`config.mk`:
```
export PLATFORM = sky130hd
export DESIGN_NAME = packet_rd_align_flat
export DESIGN_NICKNAME = d
export VERILOG_FILES = /design/src/rtl/bpf_pkg.sv /design/src/rtl/packet_rd_align_if.sv /design/src/rtl/pkt_byte_align.sv /design/src/rtl/packet_rd_align.sv /design/src/flat_wrapper.sv
export SDC_FILE = /design/constraint.sdc
export NUM_CORES = 1
export LEC_CHECK = 0
export CAP_MARGIN = 20
export CORE_MARGIN = 4
export CORE_UTILIZATION = 35
export CTS_CLUSTER_SIZE = 40
export DETAILED_ROUTE_END_ITERATION = 12
export GPL_ROUTABILITY_DRIVEN = 0
export MAX_ROUTING_LAYER = met4
export PLACE_DENSITY_LB_ADDON = 0.1
export SETUP_SLACK_MARGIN = 0.2
export SLEW_MARGIN = 20
export SYNTH_ARGS = -nofsm -noshare
export SYNTH_HDL_FRONTEND = slang
export SYNTH_HIERARCHICAL = 1
export SYNTH_SLANG_ARGS = --single-unit
```
`constraint.sdc`:
```
create_clock -name clk -period 8.9 [get_ports clk]
set_input_delay 1.78 -clock clk [delete_from_list [all_inputs] [get_ports clk]]
set_output_delay 1.78 -clock clk [all_outputs]
set_load 0.005 [all_outputs]
```
`src/rtl/bpf_pkg.sv`:
```
// Shared encodings and types for the packet read/align datapath.
// Holds transfer-size codes, address widths and the read FSM state type.
package bpf_pkg;

  localparam int PKT_AW  = 12;
  localparam int WORD_AW = 10;

  typedef enum logic [1:0] {
    SZ_W   = 2'b00,
    SZ_H   = 2'b01,
    SZ_B   = 2'b10,
    SZ_INV = 2'b11
  } xfer_sz_e;

  typedef enum logic [1:0] {
    ST_IDLE   = 2'b00,
    ST_FIRST  = 2'b01,
    ST_SECOND = 2'b10
  } state_e;

  // Byte count for a transfer size; 0 marks the invalid encoding.
  function automatic logic [2:0] size_bytes(input logic [1:0] sz);
    logic [2:0] n;
    case (sz)
      SZ_W:    n = 3'd4;
      SZ_H:    n = 3'd2;
      SZ_B:    n = 3'd1;
      default: n = 3'd0;
    endcase
    return n;
  endfunction

endpackage

```
`src/rtl/packet_rd_align_if.sv`:
```
// Controller-side read request/response and packet BRAM port bundle.
// The slave modport is the aligner; the master modport is its environment.
interface packet_rd_align_if;

  logic                         rd_en;
  logic [bpf_pkg::PKT_AW-1:0]   addr;
  logic [1:0]                   transfer_sz;
  logic [12:0]                  packet_len;
  logic                         mem_rd_en;
  logic [bpf_pkg::WORD_AW-1:0]  mem_addr;
  logic [31:0]                  mem_rdata;
  logic [31:0]                  rd_data;
  logic                         data_valid;
  logic                         oob_err;
  logic                         busy;

  modport slave (
    input  rd_en, addr, transfer_sz, packet_len, mem_rdata,
    output mem_rd_en, mem_addr, rd_data, data_valid, oob_err, busy
  );

  modport master (
    output rd_en, addr, transfer_sz, packet_len, mem_rdata,
    input  mem_rd_en, mem_addr, rd_data, data_valid, oob_err, busy
  );

endinterface

```
`src/rtl/pkt_byte_align.sv`:
```
// Picks nbytes starting at byte offset off out of a big-endian 64-bit word pair,
// first byte most significant, zero-extended to 32 bits.
module pkt_byte_align
  import bpf_pkg::*;
(
  input  logic [63:0] pair,
  input  logic [1:0]  off,
  input  logic [1:0]  sz,
  output logic [31:0] data
);

  logic [63:0] shifted_s;
  logic [31:0] top_s;

  // Left-justify the selected bytes, then trim to the transfer size.
  always_comb begin
    shifted_s = pair << {off, 3'b000};
    top_s     = shifted_s[63:32];
    case (sz)
      SZ_W:    data = top_s;
      SZ_H:    data = {16'h0000, top_s[31:16]};
      SZ_B:    data = {24'h000000, top_s[31:24]};
      default: data = 32'h0000_0000;
    endcase
  end

endmodule

```
`src/rtl/packet_rd_align.sv`:
```
// Bounds-checked, alignment-aware byte/half/word reader over a 32-bit packet BRAM.
// Reads that straddle a word boundary take a second BRAM access.
module packet_rd_align
  import bpf_pkg::*;
(
  input  logic             clk,
  input  logic             rst,
  packet_rd_align_if.slave bus
);

  state_e               state_r;
  logic [1:0]           off_r;
  logic [1:0]           sz_r;
  logic [WORD_AW-1:0]   waddr_r;
  logic                 span_r;
  logic [31:0]          word0_r;
  logic [31:0]          rd_data_r;
  logic                 data_valid_r;
  logic                 oob_err_r;

  logic [2:0]           nbytes_s;
  logic [12:0]          end_s;
  logic                 reject_s;
  logic                 accept_s;
  logic                 span_s;
  logic [63:0]          pair_s;
  logic [31:0]          align_s;
  logic                 mem_rd_en_s;
  logic [WORD_AW-1:0]   mem_addr_s;

  // Request qualification; 13-bit end address so 4095+4 cannot wrap.
  always_comb begin
    nbytes_s = size_bytes(bus.transfer_sz);
    end_s    = {1'b0, bus.addr} + {10'b0, nbytes_s};
    reject_s = (bus.transfer_sz == SZ_INV) || (end_s > bus.packet_len);
    accept_s = bus.rd_en && !reject_s;
    span_s   = ({1'b0, bus.addr[1:0]} + nbytes_s) > 3'd4;
  end

  // Word pair for the aligner; the second word only exists in SECOND.
  always_comb begin
    if (state_r == ST_SECOND) begin
      pair_s = {word0_r, bus.mem_rdata};
    end else begin
      pair_s = {bus.mem_rdata, 32'h0000_0000};
    end
  end

  pkt_byte_align u_align (
    .pair (pair_s),
    .off  (off_r),
    .sz   (sz_r),
    .data (align_s)
  );

  // BRAM strobe is issued in the same cycle as the decision that needs it.
  always_comb begin
    mem_rd_en_s = 1'b0;
    mem_addr_s  = {WORD_AW{1'b0}};
    if (!rst) begin
      mem_rd_en_s = 1'b0;
    end else begin
      case (state_r)
        ST_IDLE: begin
          if (accept_s) begin
            mem_rd_en_s = 1'b1;
            mem_addr_s  = bus.addr[PKT_AW-1:2];
          end else begin
            mem_rd_en_s = 1'b0;
          end
        end
        ST_FIRST: begin
          if (span_r) begin
            mem_rd_en_s = 1'b1;
            mem_addr_s  = waddr_r + 10'd1;
          end else begin
            mem_rd_en_s = 1'b0;
          end
        end
        default: mem_rd_en_s = 1'b0;
      endcase
    end
  end

  // Read FSM with registered result and status pulses.
  always_ff @(posedge clk or negedge rst) begin
    if (!rst) begin
      state_r      <= ST_IDLE;
      off_r        <= 2'b00;
      sz_r         <= 2'b00;
      waddr_r      <= {WORD_AW{1'b0}};
      span_r       <= 1'b0;
      word0_r      <= 32'h0000_0000;
      rd_data_r    <= 32'h0000_0000;
      data_valid_r <= 1'b0;
      oob_err_r    <= 1'b0;
    end else begin
      data_valid_r <= 1'b0;
      oob_err_r    <= 1'b0;
      case (state_r)
        ST_IDLE: begin
          if (bus.rd_en && reject_s) begin
            oob_err_r <= 1'b1;
            rd_data_r <= 32'h0000_0000;
          end else if (accept_s) begin
            off_r   <= bus.addr[1:0];
            sz_r    <= bus.transfer_sz;
            waddr_r <= bus.addr[PKT_AW-1:2];
            span_r  <= span_s;
            state_r <= ST_FIRST;
          end else begin
            state_r <= ST_IDLE;
          end
        end
        ST_FIRST: begin
          if (span_r) begin
            word0_r <= bus.mem_rdata;
            state_r <= ST_SECOND;
          end else begin
            rd_data_r    <= align_s;
            data_valid_r <= 1'b1;
            state_r      <= ST_IDLE;
          end
        end
        ST_SECOND: begin
          rd_data_r    <= align_s;
          data_valid_r <= 1'b1;
          state_r      <= ST_IDLE;
        end
        default: state_r <= ST_IDLE;
      endcase
    end
  end

  assign bus.mem_rd_en  = mem_rd_en_s;
  assign bus.mem_addr   = mem_addr_s;
  assign bus.rd_data    = rd_data_r;
  assign bus.data_valid = data_valid_r;
  assign bus.oob_err    = oob_err_r;
  assign bus.busy       = (state_r != ST_IDLE);

endmodule

```
`src/flat_wrapper.sv`:
```
// flat-port wrapper written by rule: the top's interface ports become plain ports
module packet_rd_align_flat import bpf_pkg::*;
  (clk, rst, bus_rd_en, bus_addr, bus_transfer_sz, bus_packet_len, bus_mem_rdata, bus_mem_rd_en, bus_mem_addr, bus_rd_data, bus_data_valid, bus_oob_err, bus_busy);
  packet_rd_align_if bus_i ();
  input  logic clk;
  input  logic rst;
  input wire logic [$bits(bus_i.rd_en)-1:0] bus_rd_en;
  input wire logic [$bits(bus_i.addr)-1:0] bus_addr;
  input wire logic [$bits(bus_i.transfer_sz)-1:0] bus_transfer_sz;
  input wire logic [$bits(bus_i.packet_len)-1:0] bus_packet_len;
  input wire logic [$bits(bus_i.mem_rdata)-1:0] bus_mem_rdata;
  output wire logic [$bits(bus_i.mem_rd_en)-1:0] bus_mem_rd_en;
  output wire logic [$bits(bus_i.mem_addr)-1:0] bus_mem_addr;
  output wire logic [$bits(bus_i.rd_data)-1:0] bus_rd_data;
  output wire logic [$bits(bus_i.data_valid)-1:0] bus_data_valid;
  output wire logic [$bits(bus_i.oob_err)-1:0] bus_oob_err;
  output wire logic [$bits(bus_i.busy)-1:0] bus_busy;
  assign bus_i.rd_en = bus_rd_en;
  assign bus_i.addr = bus_addr;
  assign bus_i.transfer_sz = bus_transfer_sz;
  assign bus_i.packet_len = bus_packet_len;
  assign bus_i.mem_rdata = bus_mem_rdata;
  assign bus_mem_rd_en = bus_i.mem_rd_en;
  assign bus_mem_addr = bus_i.mem_addr;
  assign bus_rd_data = bus_i.rd_data;
  assign bus_data_valid = bus_i.data_valid;
  assign bus_oob_err = bus_i.oob_err;
  assign bus_busy = bus_i.busy;
  packet_rd_align u_core (.clk(clk), .rst(rst), .bus(bus_i));
endmodule
```
==> impl_metrics.toml <==
[run_status]
status = "complete, no violations"

[floorplan]
fp.dieH_um = 139.3
row_count = 47
boundaryPins = 108
die_width_um = 139.3
core_sq_um = 16760
start_util_pct = 35.99
dieArea_sq_um = 19400

[grt]
grt_antenna_before_repair = 0
grt_pass1_vias = 4445
grt_usage_pct = 15.92
grt_max_degree = 74
grt_pass1_wl_um = 24050
gr-total-overflow = 0

[worst_hold_path]
min_to = "u_core/word0_r[22]"
hp-start = "u_core/word0_r[22]"
hp-class = "flip-flop to flip-flop"
worstHoldPathCells = 1

[drt]
drc_errors = 0
routed-via-count = 4315
antenna_left = 0
routedWlPerCell_um = 17.08
viasPerCell = 4.988
totalWireLength_um = 14780
drt_iter0_drc = 196
dr.pass1.iters = 5

[yosys]
syn_nets = 631
yosysWarningCount = 6
syn_inst = 549
synth_area_sq_um = 6032
avgSynthCellArea_sq_um = 10.99

[placement]
dpl.hpwl_um = 11140
io_buffers = 107
dpl.cell_count = 849

[clock_network]
cts_hold_buf = 0
root_buffer = "clkbuf_16"
cts.htree.levels = 3
cts_buffer_depth = 2
post_cts_buffers = 0
clock_sinks = 83
cts_resized = 0
clkTransAtPathRegs_ps = 60
clk_latency_ps = 350
numCtsBuffers = 9
cts_tree = "done"

[layout]
nFillCells = 1571
antenna_cells = 0
final_net_count = 722
areaGrowthSynthToFinish_pct = 24.83
finalNonFillerCells = 865
drive_above_1_share_pct = 21.40

[sta]
hold_viol = 0
rsz0062_at_grt = "no"
worst_slew_margin_rel_pct = 28.72
slew_viol_final = 0
clock_skew_ps = 6.141
fin_crit_ps = 8122
setup_viol = 0
worst_pin_slew_ps = 1065
setup_tns_ps = 0
min_period_over_period_pct = 91.26
max_freq_mhz = 123.1

[worst_setup_path]
critPathLaunch = "bus_transfer_sz[1]"
rr_startpoint = "u_core/state_r[0]"
crit_required_ps = 7120
ff2ff_setup_slack_ps = 5920
worstPathArrival_ps = 6340
end_kind = "primary output"
critical_path_class = "input pin to primary output"
r2r_cells = 8
crit_path_max_fanout = 10
startpoint_type = "input pin"
rr_endpoint = "u_core/bus.rd_data[10]"

[run]
maxCapViolCount = 0

[power_and_ir_drop]
power_w = 0.001991
peakVddDrop_uv = 126.4
p_leak_nw = 3.223
powerDensity_nw_per_um2 = 264.4
[worst max path at each step]
| stage | endpoint | depth (start not counted) |
|---|---|---|
| 2_1_floorplan | bus_mem_addr[1] | 14 |
| 3_3_place_gp | bus_mem_addr[1] | 16 |
| 3_5_place_dp | bus_mem_addr[6] | 16 |
| 4_1_cts | bus_mem_addr[3] | 16 |
| 5_1_grt | bus_mem_addr[4] | 16 |
| 6_report | bus_mem_addr[6] | 16 |
[per-layer routing]
layer / vias to the layer above / GRT usage, % / wire length [um]
li1: 2107 / - / -
met1: 2100 / 23.20 / 7669
met2: 94 / 22.57 / 6381
met3: 14 / 3.911 / 574
met4: 0 / 3.296 / 153
met5: - / - / 0
[power by group]
part | total [W] | switching (W) | leakage [nW] | internal, W
Sequential | 0.000678 | 0.000144 | 1.04 | 0.000534
Clock | 0.000389 | 0.000150 | 0.155 | 0.000239
Combinational | 0.000924 | 0.000398 | 2.03 | 0.000526
Total | 0.00199 | 0.000692 | 3.22 | 0.00130
[registers in the layout, summed over array words and instances (netlist names), 2 cells and up]
| signal | cells |
|---|---|
| u_core/bus.rd_data | 32 |
| u_core/word0_r | 32 |
| u_core/waddr_r | 10 |
| u_core/off_r | 2 |
| u_core/state_r | 2 |
| u_core/sz_r | 2 |
[worst max-delay path: stages]
cell and delay [ps]:
clkdlybuf4s50_1 480, nor2b_1 180, ha_1 210, fa_1 420, maj3_1 370, nand2_1 140
nor2_1 80, nand2_1 90, xnor2_1 80, ha_1 310, nand4_1 180, nor4_2 500
a21oi_4 110, nor3_2 680, o2bb2ai_1 190, clkdlybuf4s50_1 530
[through the flow]
| step | worst slack (ps) | hold slack, ps | util (%) | area [sq um] |
|---|---|---|---|---|
| 6_report | 777.8 | 499.9 | 44.93 | 7530 |
| 5_1_grt | 545.4 | 510.8 | 44.93 | 7530 |
| 4_1_cts | 791.8 | 502.9 | 44.90 | 7526 |
| 3_5_place_dp | 813.6 | 486.6 | 43.03 | 7212 |
| 3_3_place_gp | 973.6 | 481.4 | 43.03 | 7212 |
| 2_1_floorplan | 2374 | 473.7 | - | 6032 |
[layout by cell type, fill, tap and decap left out, types with 4 or more instances in the layout]
cell type,n
buf_4,4
nor2_1,18
and2_1,40
o21ai_0,4
mux2i_1,45
a21oi_1,6
mux4_2,27
clkbuf_16,9
dfrtp_1,82
clkdlybuf4s50_1,106
ha_1,18
nand2_1,62
nand3_1,10
nor2b_1,6
o2bb2ai_1,10
mux2_4,9
xor2_1,8
xnor2_1,11
inv_1,51
a22oi_1,6
mux2_2,71
[cell type report]
class                   count  area, sq um  share of cell area [%]
inverters                  51        191.4                   2.542
multi-input cells         384         3568                   47.39
well taps                 220        275.3                   3.656
clock buffers              12        266.5                   3.539
clock inverters             4        47.55                  0.6314
repair buffers            111         1102                   14.64
flip-flops and latches     83         2078                   27.60
Note: power is estimated with default switching activity, not from simulation.
